[config.mk]
export PLATFORM = sky130hd
export DESIGN_NAME = fetch_pc_ctrl
export DESIGN_NICKNAME = d
export VERILOG_FILES = /design/src/rtl/fetch_pc_ctrl_pkg.sv /design/src/rtl/fetch_pc_ctrl_branch_target.sv /design/src/rtl/fetch_pc_ctrl.sv
export SDC_FILE = /design/constraint.sdc
export NUM_CORES = 1
export LEC_CHECK = 0
export ABC_AREA = 0
export BUFFER_PORTS_ARGS = -buffer_cell sky130_fd_sc_hd__buf_2
export CAP_MARGIN = 20
export CORE_ASPECT_RATIO = 0.8
export CORE_UTILIZATION = 35
export CTS_CLUSTER_SIZE = 28
export DETAILED_ROUTE_END_ITERATION = 6
export GPL_ROUTABILITY_DRIVEN = 0
export PLACE_DENSITY = 0.65
export SYNTH_ARGS = -nofsm -noshare
export SYNTH_HDL_FRONTEND = slang
export SYNTH_SLANG_ARGS = --single-unit
[constraint.sdc]
create_clock -name clk -period 2.7 [get_ports clk]
set_input_delay 0.27 -clock clk [delete_from_list [all_inputs] [get_ports clk]]
set_output_delay 0.27 -clock clk [all_outputs]
set_load 0.02 [all_outputs]
[src/rtl/fetch_pc_ctrl_pkg.sv]
// Shared widths, PC constants and state codes for the fetch front end.
// The execute-stage branch checker imports the same definitions.
package fetch_pc_ctrl_pkg;

    localparam int FULLW       = 32;
    localparam int BRANCHIMM_W = 24;
    localparam int FETCH_ST_W  = 2;
    localparam int FLUSH_CNT_W = 3;

    localparam logic [FULLW-1:0] PC_STEP  = 32'd4;
    localparam logic [FULLW-1:0] PC_AHEAD = 32'd8;

    typedef enum logic [FETCH_ST_W-1:0] {
        FST_BOOT  = 2'd0,
        FST_RUN   = 2'd1,
        FST_FLUSH = 2'd2,
        FST_HALT  = 2'd3
    } fetch_state_e;

    // Sequential fetch step; wraps mod 2^FULLW.
    function automatic logic [FULLW-1:0] pc_next(input logic [FULLW-1:0] pc);
        return pc + PC_STEP;
    endfunction

endpackage

[src/rtl/fetch_pc_ctrl_branch_target.sv]
// Branch target: branch_pc + PC_AHEAD + (sext(imm) << 2), word aligned.
// Kept separate so the execute-stage branch checker computes the identical target.
module branch_target
    import fetch_pc_ctrl_pkg::*;
(
    input  logic [FULLW-1:0]       i_branch_pc,
    input  logic [BRANCHIMM_W-1:0] i_imm,
    output logic [FULLW-1:0]       o_target
);

    logic [FULLW-1:0] w_offset;
    logic [FULLW-1:0] w_sum;

    assign w_offset = {{(FULLW-BRANCHIMM_W-2){i_imm[BRANCHIMM_W-1]}}, i_imm, 2'b00};
    assign w_sum    = i_branch_pc + PC_AHEAD + w_offset;
    assign o_target = {w_sum[FULLW-1:2], 2'b00};

endmodule

[src/rtl/fetch_pc_ctrl.sv]
// Fetch PC controller: steps the PC, redirects on taken branches, squashes
// FLUSH_DEPTH wrong-path fetches, and parks on a sticky halt.
module fetch_pc_ctrl
    import fetch_pc_ctrl_pkg::*;
#(
    parameter logic [31:0] RESET_ADDR  = 32'h0000_0000,
    parameter int          FLUSH_DEPTH = 2
) (
    input  logic                   clk,
    input  logic                   reset,
    input  logic                   stall_in,
    input  logic                   branch_taken_in,
    input  logic [FULLW-1:0]       branch_pc_in,
    input  logic [BRANCHIMM_W-1:0] branch_imm_in,
    input  logic                   halt_in,
    output logic [FULLW-1:0]       instr_addr_out,
    output logic                   make_invalid_out,
    output logic                   halted_out
);

    localparam logic [FLUSH_CNT_W-1:0] FLUSH_LAST = FLUSH_CNT_W'(FLUSH_DEPTH - 1);

    fetch_state_e            r_state;
    logic [FULLW-1:0]        r_pc;
    logic [FLUSH_CNT_W-1:0]  r_cnt;
    logic                    r_inv;
    logic                    r_halted;
    logic [FULLW-1:0]        w_target;

    branch_target u_branch_target (
        .i_branch_pc (branch_pc_in),
        .i_imm       (branch_imm_in),
        .o_target    (w_target)
    );

    always_ff @(posedge clk or posedge reset) begin
        if (reset) begin
            r_state  <= FST_BOOT;
            r_pc     <= RESET_ADDR;
            r_cnt    <= '0;
            r_inv    <= 1'b1;
            r_halted <= 1'b0;
        end else if (halt_in) begin
            r_state  <= FST_HALT;
            r_inv    <= 1'b1;
            r_halted <= 1'b1;
        end else begin
            case (r_state)
                // First instruction RAM read is undefined; burn one cycle.
                FST_BOOT: begin
                    r_state <= FST_RUN;
                    r_inv   <= 1'b0;
                end
                FST_RUN: begin
                    if (branch_taken_in) begin
                        r_pc    <= w_target;
                        r_cnt   <= FLUSH_LAST;
                        r_state <= FST_FLUSH;
                        r_inv   <= 1'b1;
                    end else if (!stall_in) begin
                        r_pc  <= pc_next(r_pc);
                        r_inv <= 1'b0;
                    end
                end
                // Branches seen here come from squashed instructions and are ignored.
                FST_FLUSH: begin
                    r_inv <= 1'b1;
                    if (!stall_in) begin
                        r_pc <= pc_next(r_pc);
                        if (r_cnt != '0) begin
                            r_cnt <= r_cnt - 1'b1;
                        end else begin
                            r_state <= FST_RUN;
                            r_inv   <= 1'b0;
                        end
                    end
                end
                FST_HALT: begin
                    r_inv    <= 1'b1;
                    r_halted <= 1'b1;
                end
                default: begin
                    r_state <= FST_BOOT;
                    r_inv   <= 1'b1;
                end
            endcase
        end
    end

    assign instr_addr_out   = r_pc;
    assign make_invalid_out = r_inv;
    assign halted_out       = r_halted;

endmodule

==> impl_metrics.py, run 1 <==
metrics = {
    "synth": {
        "syn_inst": 516,
        "syn_area_per_cell_sq_um": 7.91,
        "yosys.area.top_type": "dfrtp_1",
        "netlist.area_leader.share_pct": 22.1,
        "synth_flop_cell": "dfrtp_1",
        "yosys-top-cells-area": "dfrtp_1, ha_1, a21oi_1",
        "synth-async-reset-ratio_pct": 100,
        "synth_common_cells": "a21oi_1, ha_1, nand2_1",
        "ys_seq_area_share_pct": 22.7,
        "syn-cell-area_sq_um": 4080,
        "yosysMostFrequentCell": "a21oi_1",
        "yosys_warnings": 0,
        "synth_seq_cells": 37,
        "synth_edf_count": 0,
        "synth.distinct_cells": 62,
    },
    "sta": {
        "max_freq_ghz": 0.404,
        "clock_skew_ps": 3.06,
        "grt_setup_unrepaired": "no",
        "finalMaxSlewViolations": 0,
        "slew_headroom_pct": 54.7,
        "layout_min_cycle_time_ps": 2470,
        "tightest_slew_ps": 677,
        "fin_crit_sh_pct": 91.6,
        "tns_ps": 0,
        "finalHoldViolCount": 0,
        "setup_viol": 0,
    },
    "power": {
        "power_density_nw_per_um2": 796,
        "p_sw_mw": 1.96,
        "p_clk_share_pct": 14.1,
        "power_leakage_nw": 2.41,
        "internal-power_mw": 2.05,
        "total_power_mw": 4.01,
        "switching_share_pct": 49.0,
        "peakVddDrop_mv": 0.366,
        "p_comb_share_pct": 56.9,
        "seq_power_share_pct": 29.0,
    },
    "floorplanning": {
        "die_y_um": 98.6,
        "coreArea_sq_um": 11100,
        "ios": 95,
        "rows": 34,
        "start_util_pct": 36.7,
        "die_w_um": 123,
        "die_area_sq_um": 12100,
    },
    "cts": {
        "postCtsSetupBuffers": 0,
        "tritoncts": "built",
        "clockRootBuffer": "clkbuf_16",
        "clk_path_buf_depth": 2,
        "cts.sinks": 37,
        "cts.clk_slew.worst_paths_ps": 60,
        "cts_buffers": 5,
        "clock_latency_ps": 280,
        "htree_levels": 2,
        "cts_hold_buf": 0,
        "ctsResizeCount": 0,
    },
    "placement": {
        "place_hpwl_um": 8990,
        "io_buffers": 90,
    },
    "setup_path": {
        "setup.worst_path.class": "in2reg",
        "worstPathRequired_ps": 2860,
        "path_max_fanout": 4,
        "worst_setup_path_start_kind": "input pin",
        "critical_path_arrival_ps": 2630,
        "cp-end-kind": "flop",
    },
    "grt": {
        "track_usage_pct": 19.4,
        "grt_pass1_wl_um": 18900,
        "grt-ovfl-total": 0,
        "antenna_found_initial": 0,
        "grt_max_degree": 38,
        "grt_pass1_vias": 4063,
    },
    "run": {
        "drv_cap": 0,
    },
    "cells_and_area": {
        "finalNetCount": 758,
        "n_antenna_cell": 0,
        "regArea_sq_um": 927,
        "drive_above_1_share_pct": 23.2,
        "n_fill_cell": 1104,
        "multi_input_area_sq_um": 3000,
        "area_growth_pct": 23.6,
    },
    "detailed_routing": {
        "routedWlPerCell_um": 14.5,
        "dr.pass1.iters": 6,
        "postRouteAntennaNets": 0,
        "finalWirelength_um": 11300,
        "drtIter0Drc": 374,
        "vias_per_cell": 5.50,
        "vias": 4271,
        "drc_errors": 0,
    },
    "run_status": {
        "outcome": "complete, no violations",
    },
    "hold_path": {
        "hold_class": "in2async",
    },
}
## critical path, cell delays in order
cell and delay (ps):
buf_2 70, inv_1 30, ha_1 270, inv_1 60, ha_1 180, fa_1 200
a21oi_1 70, buf_4 150, o211ai_2 170, nand2_2 110, o21ai_4 240, a21oi_2 130
o41ai_2 410, xnor2_1 170, a21oi_1 80
## through the flow
step / cell area (sq um) / utilization, % / worst slack (ps) / hold slack, ps / std cells
after floorplan: 4080 / - / 266 / 380 / 517
after global placement: 4910 / 44.2 / -19.3 / 424 / 769
after detailed placement: 4910 / 44.2 / -77.0 / 427 / 769
after CTS: 5040 / 45.4 / 194 / 130 / 777
after global routing: 5040 / 45.4 / 0.949 / 152 / 777
final: 5040 / 45.4 / 227 / 104 / 777
## path summary, 6_finish.rpt
kind | from | endpoint | slack [ps] | cells past startpoint
setup / recovery | branch_pc_in[3] | instr_addr_out[29] | 230 | 15
hold / removal | reset | r_cnt[0] | 100 | 3
setup reg to reg | r_state[0] | instr_addr_out[18] | 400 | 7
hold reg to reg | halted_out | halted_out | 470 | 1
max in group asynchronous | reset | make_invalid_out | 2230 | 3
min in group clk | halt_in | halted_out | 300 | 2
## kinds of logic (layout without fill, tap and decap cells)
group	count (synthesis)	count (layout)	share of synthesized area [%]
buffers and inverters	41	157	3.96
AOI/OAI and AO/OA	178	178	27.2
xor gates and xnor gates	24	24	5.15
muxes	2	2	0.491
and+or+nand+nor	168	168	20.2
DFF	37	37	22.7
adders and majority gates	65	65	20.1
other	1	2	0.0919
## metal layers
metal / global-route usage, % / share of wire (%) / up-vias
met5: 0 / 0 / -
met4: 2.06 / 0.30 / 0
met3: 2.60 / 5.4 / 6
met2: 32.2 / 45 / 124
met1: 27.4 / 49 / 2003
li1: - / - / 2138
## power groups by stage
stage / clock network, mW / registers (mW) / logic, mW
CTS: 0.581 / 1.15 / 2.29
detailed placement: 0 / 1.16 / 2.28
floorplan: 0 / 1.35 / 1.27
global route: 0.605 / 1.21 / 2.54
finish: 0.568 / 1.16 / 2.28
global placement: 0 / 1.15 / 2.21
## layout make-up
type	instances	share of cell area (%)
Multi-Input combinational cell	439	59.4
Clock buffer	8	2.70
Sequential cell	37	18.4
Timing Repair Buffer	125	14.1
Inverter	24	1.79
Tap cell	144	3.57
## cells in the final DEF (no fill, tap or decap), drive strengths merged, types with 4 or more instances in the layout
master  instances
nand2          56
nor3           15
nor2b           4
and2            4
a21oi          71
nand4           8
nand2b          6
inv            24
xnor2          16
or3             5
xor2            8
o21ai          42
a31oi           8
a21o           10
o22ai          10
buf           125
dfrtp          36
ha             64
nor4            4
clkbuf          8
a22oi           7
nor2           37
nand3          18
and3            5
## sequential cells by signal, indices dropped and copies added, names as in the netlist
register	count
instr_addr_out	30
r_cnt	3
r_state	2
halted_out	1
make_invalid_out	1
(Power assumes the default switching activity.)
==> run 2: changes to the inputs <==
--- a/config.mk
+++ b/config.mk
@@ -14,6 +14,8 @@
 export DETAILED_ROUTE_END_ITERATION = 6
 export GPL_ROUTABILITY_DRIVEN = 0
 export PLACE_DENSITY = 0.65
+export SETUP_SLACK_MARGIN = 0.4
 export SYNTH_ARGS = -nofsm -noshare
 export SYNTH_HDL_FRONTEND = slang
+export SYNTH_HIERARCHICAL = 1
 export SYNTH_SLANG_ARGS = --single-unit
==> run 2 against run 1 <==
  * The run now ends with negative setup slack left
  * Worst hold slack worse by 77 ps
  * First-iteration DRC count is 47% lower
  * Largest power group unchanged
  * Highest routed layer unchanged
  * Register-to-register slack better by 220 ps
  * Worst setup slack worse by 300 ps
  * Die area is 5.6% higher
  * Combinational power is 14% higher
  * Flip-flop and latch count is 2 higher
  * Core utilization is 8.4 points higher
  * Routed wire length is 16% higher
  * Global-route usage is 1.5 points higher
==> impl_metrics.py, run 2 <==
metrics = {
    "run_status": {
        "outcome": "complete, but fails checks",
        "violations": "negative setup slack",
    },
    "synth": {
        "syn_inst": 518,
        "ys_seq_area_share_pct": 22.7,
        "synth-async-reset-ratio_pct": 100,
        "netlist.area_leader.share_pct": 22.1,
        "synth_seq_cells": 39,
        "yosysMostFrequentCell": "ha_1",
        "yosys_warnings": 6,
        "yosys-top-cells-area": "dfrtp_1, ha_1, a21oi_1",
        "synth_common_cells": "ha_1, a21oi_1, nand2_1",
        "yosys.area.top_type": "dfrtp_1",
        "synth_edf_count": 0,
        "synth_flop_cell": "dfrtp_1",
        "syn-cell-area_sq_um": 4310,
        "synth.distinct_cells": 73,
        "syn_area_per_cell_sq_um": 8.32,
    },
    "sta": {
        "slew_headroom_pct": 54.9,
        "tightest_slew_ps": 668,
        "fin_crit_sh_pct": 103,
        "grt_setup_unrepaired": "yes",
        "clock_skew_ps": 7.96,
        "max_freq_ghz": 0.361,
        "fin_ws_ps": -67.9,
        "layout_min_cycle_time_ps": 2770,
        "setup_viol": 2,
        "finalHoldViolCount": 0,
        "finalMaxSlewViolations": 0,
    },
    "setup_path": {
        "critical_path.top_delay_family": "compound AO/OA/AOI/OAI gates",
        "critical_path_arrival_ps": 2990,
        "path_max_fanout": 2,
        "worstPathRequired_ps": 2920,
        "cp-end-kind": "flop",
        "worst_setup_path_start_kind": "input pin",
        "path_buf_inv": 3,
        "cp_slowest_cell": "fa_2",
        "path_cells": "buf_8 > inv_8 > ha_4 > inv_2 > ha_4 > fa_2 > a211oi_2 > o21bai_2 > o21ai_2 > o221ai_2 > a41oi_2 > o21ai_2 > o41ai_2 > xnor2_1 > nor2_1 > a41oi_1 > o31a_1",
        "setup.worst_path.class": "in2reg",
        "critPathMaxStageDelay_ps": 350,
    },
    "cells_and_area": {
        "final_cell_mix": "buf_2, buf_4, ha_1, nand2_1, a21oi_1",
        "drive_above_1_share_pct": 39.7,
        "n_fill_cell": 1078,
        "multi_input_area_sq_um": 3640,
        "regArea_sq_um": 977,
        "n_antenna_cell": 0,
        "final_common_cell": "buf_2",
        "largest_register_ffs": 32,
        "area_growth_pct": 46.5,
        "finalNetCount": 817,
    },
    "cts": {
        "clk_path_buf_depth": 2,
        "cts_hold_buf": 0,
        "htree_levels": 2,
        "tritoncts": "built",
        "clockRootBuffer": "clkbuf_16",
        "cts_buffers": 5,
        "cts.sinks": 39,
        "cts.clk_slew.worst_paths_ps": 60,
        "clock_latency_ps": 290,
    },
    "power": {
        "peakVddDrop_mv": 0.390,
        "p_comb_share_pct": 58.3,
        "p_clk_share_pct": 14.2,
        "seq_power_share_pct": 27.5,
        "total_power_mw": 4.47,
        "internal-power_mw": 2.37,
        "p_sw_mw": 2.10,
        "switching_share_pct": 47.0,
        "power_leakage_nw": 2.84,
        "power_density_nw_per_um2": 708,
    },
    "detailed_routing": {
        "drtIter0Drc": 199,
        "finalWirelength_um": 13100,
        "postRouteAntennaNets": 0,
        "routedWlPerCell_um": 15.6,
        "dr.pass1.iters": 5,
        "drc_errors": 0,
        "vias_per_cell": 5.60,
        "vias": 4703,
    },
    "floorplanning": {
        "die_w_um": 126,
        "rows": 35,
        "die_y_um": 101,
        "coreArea_sq_um": 11700,
        "die_area_sq_um": 12800,
        "ios": 95,
        "start_util_pct": 36.7,
    },
    "grt": {
        "track_usage_pct": 20.8,
        "grt-ovfl-total": 0,
        "antenna_found_initial": 0,
        "grt_max_degree": 44,
        "grt_pass1_wl_um": 21700,
        "grt_pass1_vias": 4490,
    },
    "hold_path": {
        "hold_class": "in2async",
    },
    "placement": {
        "io_buffers": 92,
        "place_hpwl_um": 9400,
        "post-place-ws_ps": -470,
    },
    "run": {
        "drv_cap": 0,
    },
}
-- run 2: layout make-up --
type	count	share of cell area, %
inverter	22	1.51
clock inverter	1	0.119
timing repair buffer	185	19.9
sequential	39	15.5
tap	148	2.93
multi-input combinational	438	57.7
clock buffer	7	2.42
-- run 2: cell families after synthesis --
| group | count (synthesis) | synth area share, % |
|---|---|---|
| and+or+nand+nor | 179 | 22.8 |
| xor gates and xnor gates | 27 | 5.48 |
| adders and majority gates | 65 | 19.0 |
| buffers and inverters | 42 | 3.92 |
| other | 1 | 0.0870 |
| DFF | 39 | 22.7 |
| AOI/OAI and AO/OA | 165 | 26.1 |
-- run 2: worst reg2reg max path, cell delays in order (launching register included) --
cell      delay, ps
dfrtp_1         410
inv_1           100
ha_1            300
nand2b_1        230
nand2_1         290
or4_1           580
nand3_1         100
-- run 2: metrics by stage --
stage / utilization (%) / area, sq um / setup TNS (ps) / std cells / hold WS, ps
global placement: 46.6 / 5470 / -2480 / 806 / 340
floorplan: - / 4410 / -128 / 519 / 371
CTS: 52.0 / 6100 / -56.7 / 831 / 45.9
finish: 53.8 / 6320 / -96.5 / 840 / 27.5
global route: 53.8 / 6320 / -698 / 840 / 84.8
detailed placement: 46.6 / 5470 / -2850 / 806 / 343
-- run 2: routing by layer --
metal  global-route usage [%]  part of all wire [%]  up-vias
met5                        0                     0        -
met2                     35.0                    46      172
met3                     2.27                   6.0       25
li1                         -                     -     2287
met1                     28.3                    46     2219
met4                     6.49                   2.0        0
-- run 2: final timing paths --
check,depth (start not counted),from,slack (ps),endpoint
max in group asynchronous,3,reset,1900,instr_addr_out[18]
max,17,branch_pc_in[3],-70,instr_addr_out[29]
max reg2reg,6,r_state[0],620,instr_addr_out[25]
min in group clk,3,halt_in,270,r_state[1]
min reg2reg,2,instr_addr_out[1],480,instr_addr_out[1]
min,2,reset,30,instr_addr_out[4]
-- run 2: timing repair --
item / 4_1_cts / 5_1_grt
pin swaps: 38 / 28
endpoints found under the setup margin: 16 / 20
gates cloned: 0 / 0
buffers inserted: 17 / 9
resized for setup: 57 / 23
-- run 2: power groups by stage --
stage                     Combinational (mW)  Sequential [mW]  Clock (mW)
final                                   2.61             1.23       0.635
after global routing                    2.85             1.27       0.664
after CTS                               2.51             1.21       0.644
after detailed placement                2.33             1.22           0
after global placement                  2.29             1.20           0
after floorplan                         1.30             1.41           0
